$ cat config.mk
export PLATFORM = sky130hd
export DESIGN_NAME = expmul_max_issue
export DESIGN_NICKNAME = d
export VERILOG_FILES = /design/src/rtl/expmul_max_issue.sv
export SDC_FILE = /design/constraint.sdc
export NUM_CORES = 1
export LEC_CHECK = 0
export CAP_MARGIN = 5
export CORE_MARGIN = 4
export CORE_UTILIZATION = 53
export DETAILED_ROUTE_END_ITERATION = 7
export HOLD_SLACK_MARGIN = 0.15
export PLACE_DENSITY_LB_ADDON = 0.2
export SLEW_MARGIN = 20
export SYNTH_ARGS = -nofsm -noshare
export SYNTH_HDL_FRONTEND = slang
export SYNTH_SLANG_ARGS = --single-unit
$ cat constraint.sdc
create_clock -name clock -period 5.7 [get_ports clock]
set_input_delay 1.71 -clock clock [delete_from_list [all_inputs] [get_ports clock]]
set_output_delay 1.71 -clock clock [all_outputs]
set_load 0.03 [all_outputs]
$ cat src/rtl/expmul_max_issue.sv
// expmul_max_issue
//   Producer for the expmul score interface. Takes the raw signed Q4.4 score
//   stream of one query row (one score per key) and tracks the running row max.
//   Each accepted score produces one beat with two operand pairs:
//     (o_a, o_b) = (m_old, m_new)  rescales the O* accumulator
//     (v_a, v_b) = (s,     m_new)  scales the V vector
//   Because m_new >= m_old and m_new >= s, both exponent arguments are <= 0.
// Ports
//   clock, reset        : clock, synchronous active-high reset
//   s_vld_in/s_in       : score stream in; s_rdy_out handshake (combinational)
//   vld_out/rdy_in      : issue beat handshake toward both expmul stages
//   o_a/o_b/v_a/v_b_out : operand pairs
//   first_out/last_out  : row framing (key 0 / key SEQ_LEN-1)
//   key_idx_out         : key index of the beat
//   row_max_out         : final max of the last completed row
//   rows_done_out       : completed rows since reset (wraps)
module expmul_max_issue #(
  parameter int                 SEQ_LEN = 64,
  parameter int                 SCORE_W = 8,
  parameter logic [SCORE_W-1:0] NEG_INF = {1'b1, {(SCORE_W-1){1'b0}}},
  localparam int                KW      = $clog2(SEQ_LEN)
) (
  input  logic               clock,
  input  logic               reset,
  input  logic               s_vld_in,
  input  logic [SCORE_W-1:0] s_in,
  output logic               s_rdy_out,
  output logic               vld_out,
  input  logic               rdy_in,
  output logic [SCORE_W-1:0] o_a_out,
  output logic [SCORE_W-1:0] o_b_out,
  output logic [SCORE_W-1:0] v_a_out,
  output logic [SCORE_W-1:0] v_b_out,
  output logic               first_out,
  output logic               last_out,
  output logic [KW-1:0]      key_idx_out,
  output logic [SCORE_W-1:0] row_max_out,
  output logic [15:0]        rows_done_out
);

  localparam logic [KW-1:0] LAST_IDX = KW'(SEQ_LEN - 1);

  typedef enum logic {ROW_START, ROW_MID} state_t;

  state_t             r_state, w_state_nxt;
  logic [SCORE_W-1:0] r_m, w_m_nxt, w_m_new;
  logic [KW-1:0]      r_cnt, w_cnt_nxt;
  logic               w_acc, w_last;

  logic               r_vld, r_first, r_last;
  logic [SCORE_W-1:0] r_oa, r_ob, r_va, r_vb, r_row_max;
  logic [KW-1:0]      r_key;
  logic [15:0]        r_rows;

  // Single output register: free when empty or being drained this cycle.
  assign s_rdy_out = !r_vld || rdy_in;
  assign w_acc     = s_vld_in && s_rdy_out;
  assign w_m_new   = ($signed(s_in) > $signed(r_m)) ? s_in : r_m;
  assign w_last    = (r_cnt == LAST_IDX);

  // Per-row state advances only on accept, so stalls are invisible to it.
  always_comb begin
    w_state_nxt = r_state;
    w_m_nxt     = r_m;
    w_cnt_nxt   = r_cnt;
    if (w_acc) begin
      case (r_state)
        ROW_START: begin
          w_m_nxt     = w_m_new;
          w_cnt_nxt   = KW'(1);
          w_state_nxt = ROW_MID;
        end
        default: begin
          if (w_last) begin
            w_m_nxt     = NEG_INF;
            w_cnt_nxt   = '0;
            w_state_nxt = ROW_START;
          end else begin
            w_m_nxt   = w_m_new;
            w_cnt_nxt = r_cnt + KW'(1);
          end
        end
      endcase
    end
  end

  always_ff @(posedge clock) begin
    if (reset) begin
      r_state   <= ROW_START;
      r_m       <= NEG_INF;
      r_cnt     <= '0;
      r_vld     <= 1'b0;
      r_oa      <= '0;
      r_ob      <= '0;
      r_va      <= '0;
      r_vb      <= '0;
      r_first   <= 1'b0;
      r_last    <= 1'b0;
      r_key     <= '0;
      r_row_max <= '0;
      r_rows    <= '0;
    end else begin
      r_state <= w_state_nxt;
      r_m     <= w_m_nxt;
      r_cnt   <= w_cnt_nxt;
      if (w_acc) begin
        // Accept with same-cycle drain reloads without a bubble.
        r_vld   <= 1'b1;
        r_oa    <= r_m;
        r_ob    <= w_m_new;
        r_va    <= s_in;
        r_vb    <= w_m_new;
        r_first <= (r_state == ROW_START);
        r_last  <= w_last;
        r_key   <= r_cnt;
      end else if (rdy_in) begin
        r_vld <= 1'b0;
      end
      if (w_acc && w_last) begin
        r_row_max <= w_m_new;
        r_rows    <= r_rows + 16'd1;
      end
    end
  end

  assign vld_out       = r_vld;
  assign o_a_out       = r_oa;
  assign o_b_out       = r_ob;
  assign v_a_out       = r_va;
  assign v_b_out       = r_vb;
  assign first_out     = r_first;
  assign last_out      = r_last;
  assign key_idx_out   = r_key;
  assign row_max_out   = r_row_max;
  assign rows_done_out = r_rows;

endmodule

==> flow_metrics.env <==
export IMPL_fillCellCount=424
export IMPL_hold_path_class="flip-flop to flip-flop"
export IMPL_cp_endpoint="s_rdy_out"
export IMPL_dieArea_um2=7255
export IMPL_synthesis_area_um2=3157
export IMPL_synth_most_common_cell="dfxtp_1"
export IMPL_synth_ff_type="dfxtp_1"
export IMPL_finalCritPeriodShare_pct=84.10
export IMPL_cts_resized_gates=0
export IMPL_synth_nets=390
export IMPL_cts_tree="yes"
export IMPL_slew_headroom_pct=39.00
export IMPL_cp_data_arrival_time_ns=3.08
export IMPL_avgSynthCellArea_um2=8.578
export IMPL_crit_chain="clkdlybuf4s50_1 -> nand2b_1 -> clkdlybuf4s50_1"
export IMPL_leakagePower_nw=1.453
export IMPL_seqCellArea_um2=1441
export IMPL_seq_area_frac_synth_pct=45.66
export IMPL_die_w_um=85.18
export IMPL_gp_congestion=0.8445
export IMPL_path_max_fanout=6
export IMPL_clk_latency_ns=0.34
export IMPL_cts_made_buffers=9
export IMPL_cts_setup_buffers=0
export IMPL_drive_above_1_share_pct=5.800
export IMPL_crit_cells=3
export IMPL_max_freq_ghz=0.2086
export IMPL_hold_violations=0
export IMPL_whs_ns=0.4563
export IMPL_coreArea_um2=5642
export IMPL_nNetsFinal=448
export IMPL_start_util_pct=55.95
export IMPL_track_usage_pct=21.85
export IMPL_dieHeight_um=85.18
export IMPL_slew_viol_final=0
export IMPL_drt_first_pass_iters=4
export IMPL_timing_rr_start="r_m[7]"
export IMPL_placedInstanceArea_um2=3856
export IMPL_cp_common_cell="clkdlybuf4s50_1"
export IMPL_synth_edf_count=0
export IMPL_crit_start="rdy_in"
export IMPL_maxCapViolations=0
export IMPL_worstSetupEndpointType="primary output"
export IMPL_antenna_found_initial=0
export IMPL_yosysTopAreaCellShare_pct=45.66
export IMPL_crit_path_start_kind="primary input"
export IMPL_drt_iter0_markers=155
export IMPL_synth_top_family_by_area="simple AND/OR/NAND/NOR gates"
export IMPL_finalSetupTns_ns=0
export IMPL_grt_setup_unrepaired="false"
export IMPL_drt_vias_per_instance=5.604
export IMPL_detail_route_antenna_nets=0
export IMPL_rr_endpoint="r_m[4]"
export IMPL_synthXorXnorAreaFrac_pct=3.884
export IMPL_rows=27
export IMPL_stdcell_area_um2=4099
export IMPL_required_ns=3.99
export IMPL_postCtsHoldBufs=0
export IMPL_synth_common_cells="72 x dfxtp_1, 58 x nand2_1, 33 x a21oi_1"
export IMPL_worstMarginPinSlew_ns=0.9150
export IMPL_route_detailed_drc=0
export IMPL_vdd_drop_max_mv=0.2292
export IMPL_yosys_area_top_type="dfxtp_1"
export IMPL_grt_ovfl_total=0
export IMPL_grt_pass1_vias=2729
export IMPL_status="completed"
export IMPL_ff2ff_setup_slack_ns=3.39
export IMPL_area_delta_synth_final_pct=29.85
export IMPL_cts_max_level=3
export IMPL_clock_sinks=72
export IMPL_clockBufferDepth=2
export IMPL_ys_seq_elements=72
export IMPL_synth_area_leaders="dfxtp_1 46%, nand2_1 6.9%, a21oi_1 5.2%"
export IMPL_synthesis_instances=368
export IMPL_async_flop_share_pct=0
export IMPL_yosysUniqueCellTypes=44
export IMPL_multiInputGateArea_um2=1495
export IMPL_critPathBufInv=2
export IMPL_cp_slowest_stage_delay_ns=0.73
export IMPL_finalSetupViolations=0
export IMPL_p_per_area_nw_per_um2=293.5
export IMPL_vias=2819
export IMPL_ff2ff_path_depth=7
export IMPL_muxShareOfSynthArea_pct=0
export IMPL_grt_max_degree=51
export IMPL_critPathKind="primary input to primary output"
export IMPL_slowest_stage="clkdlybuf4s50_1"
export IMPL_routed_wl_um=7650
export IMPL_cp_top_family="buffers and inverters"
export IMPL_root_buffer="clkbuf_8"
export IMPL_antenna_cells=0
export IMPL_yosysWarningCount=0
export IMPL_fin_worst_skew_ns=0.008788
export IMPL_ios=78
export IMPL_path_clk_slew_ns=0.08
export IMPL_yosys_area_share_simple_pct=21.05
export IMPL_min_period_ns=4.794
export IMPL_grt_pass1_wl_um=12990
export IMPL_avgRoutedWirePerCell_um=15.21
export IMPL_placement_io_buffers=77
export IMPL_synth_adder_area_share_pct=3.964
export IMPL_dp_hpwl_um=5391
export IMPL_synth_compound_gate_area_share_pct=18.47
[power by group]
group	leakage, nW	total [mW]	switching, mW	internal [mW]
combinational	0.750	0.176	0.108	0.0675
sequential	0.586	0.539	0.0166	0.522
clock	0.116	0.489	0.197	0.291
[cell families (layout without fill, tap and decap cells)]
kind of cell | Yosys count | count (layout)
xor+xnor | 14 | 14
compound gates | 86 | 86
flops | 72 | 72
fa+ha+maj | 10 | 10
buf+inv | 45 | 108
simple gates | 141 | 141
[worst reg2reg max path: stages, from the launching register on]
cell,delay [ns]
dfxtp_1,0.38
inv_1,0.09
ha_1,0.38
nand4_2,0.18
nor2b_4,0.16
a311o_1,0.40
nand2_1,0.29
a32o_1,0.32
[registers in the layout (all words and copies together) (netlist names)]
register	count
key_idx_out	6
r_state	1
r_m	8
o_a_out	8
rows_done_out	16
row_max_out	8
last_out	1
vld_out	1
first_out	1
v_a_out	8
v_b_out	8
r_cnt	6
[per-stage QoR]
| step | setup slack (ns) | utilization [%] | total power [mW] | std cells |
|---|---|---|---|---|
| 2_1_floorplan | 1.825 | - | 0.6684 | 368 |
| 3_3_place_gp | 0.9612 | 68.35 | 0.7198 | 487 |
| 3_5_place_dp | 0.9160 | 68.35 | 0.7241 | 487 |
| 4_1_cts | 0.9171 | 72.65 | 1.212 | 503 |
| 5_1_grt | 0.8622 | 72.65 | 1.251 | 503 |
| 6_report | 0.9061 | 72.65 | 1.203 | 503 |
[cell usage in the layout (no fill, tap or decap), drive strengths merged, types with 4 or more instances in the layout]
master	n
a21oi	33
o21ai	13
and2	7
ha	10
inv	14
nand3	13
nand4	7
a31oi	5
nor2	32
a311oi	12
clkdlybuf4s50	76
o21bai	5
dfxtp	72
nor2b	4
xnor2	9
xor2	5
clkbuf	9
nor3	7
nand2	58
a32o	7
[routing by layer]
metal,GRT usage [%],share of wire [%],vias to the layer above
met2,38.56,51,64
met5,0,0,-
met3,4.466,4.5,11
met1,26.08,42,1349
li1,-,-,1395
met4,7.914,1.7,0
[how the worst min path moves through the flow]
| stage | start | endpoint | slack (ns) | cells past startpoint |
|---|---|---|---|---|
| final | v_a_out[4] | v_a_out[4] | 0.46 | 2 |
| after global routing | v_a_out[3] | v_a_out[3] | 0.48 | 2 |
| after CTS | v_a_out[4] | v_a_out[4] | 0.46 | 2 |
| after detailed placement | v_a_out[4] | v_a_out[4] | 0.45 | 2 |
| after global placement | v_a_out[0] | v_a_out[0] | 0.44 | 2 |
| after floorplan | r_cnt[5] | key_idx_out[5] | 0.44 | 2 |
[layout make-up]
| type | instances | share of cell area, % |
|---|---|---|
| timing repair buffer | 79 | 19.05 |
| multi-input combinational | 251 | 36.48 |
| clock inverter | 7 | 2.900 |
| tap | 72 | 2.198 |
| clock buffer | 9 | 3.022 |
| sequential | 72 | 35.16 |
| inverter | 13 | 1.190 |
No activity file was read; power rests on OpenSTA's default activity.
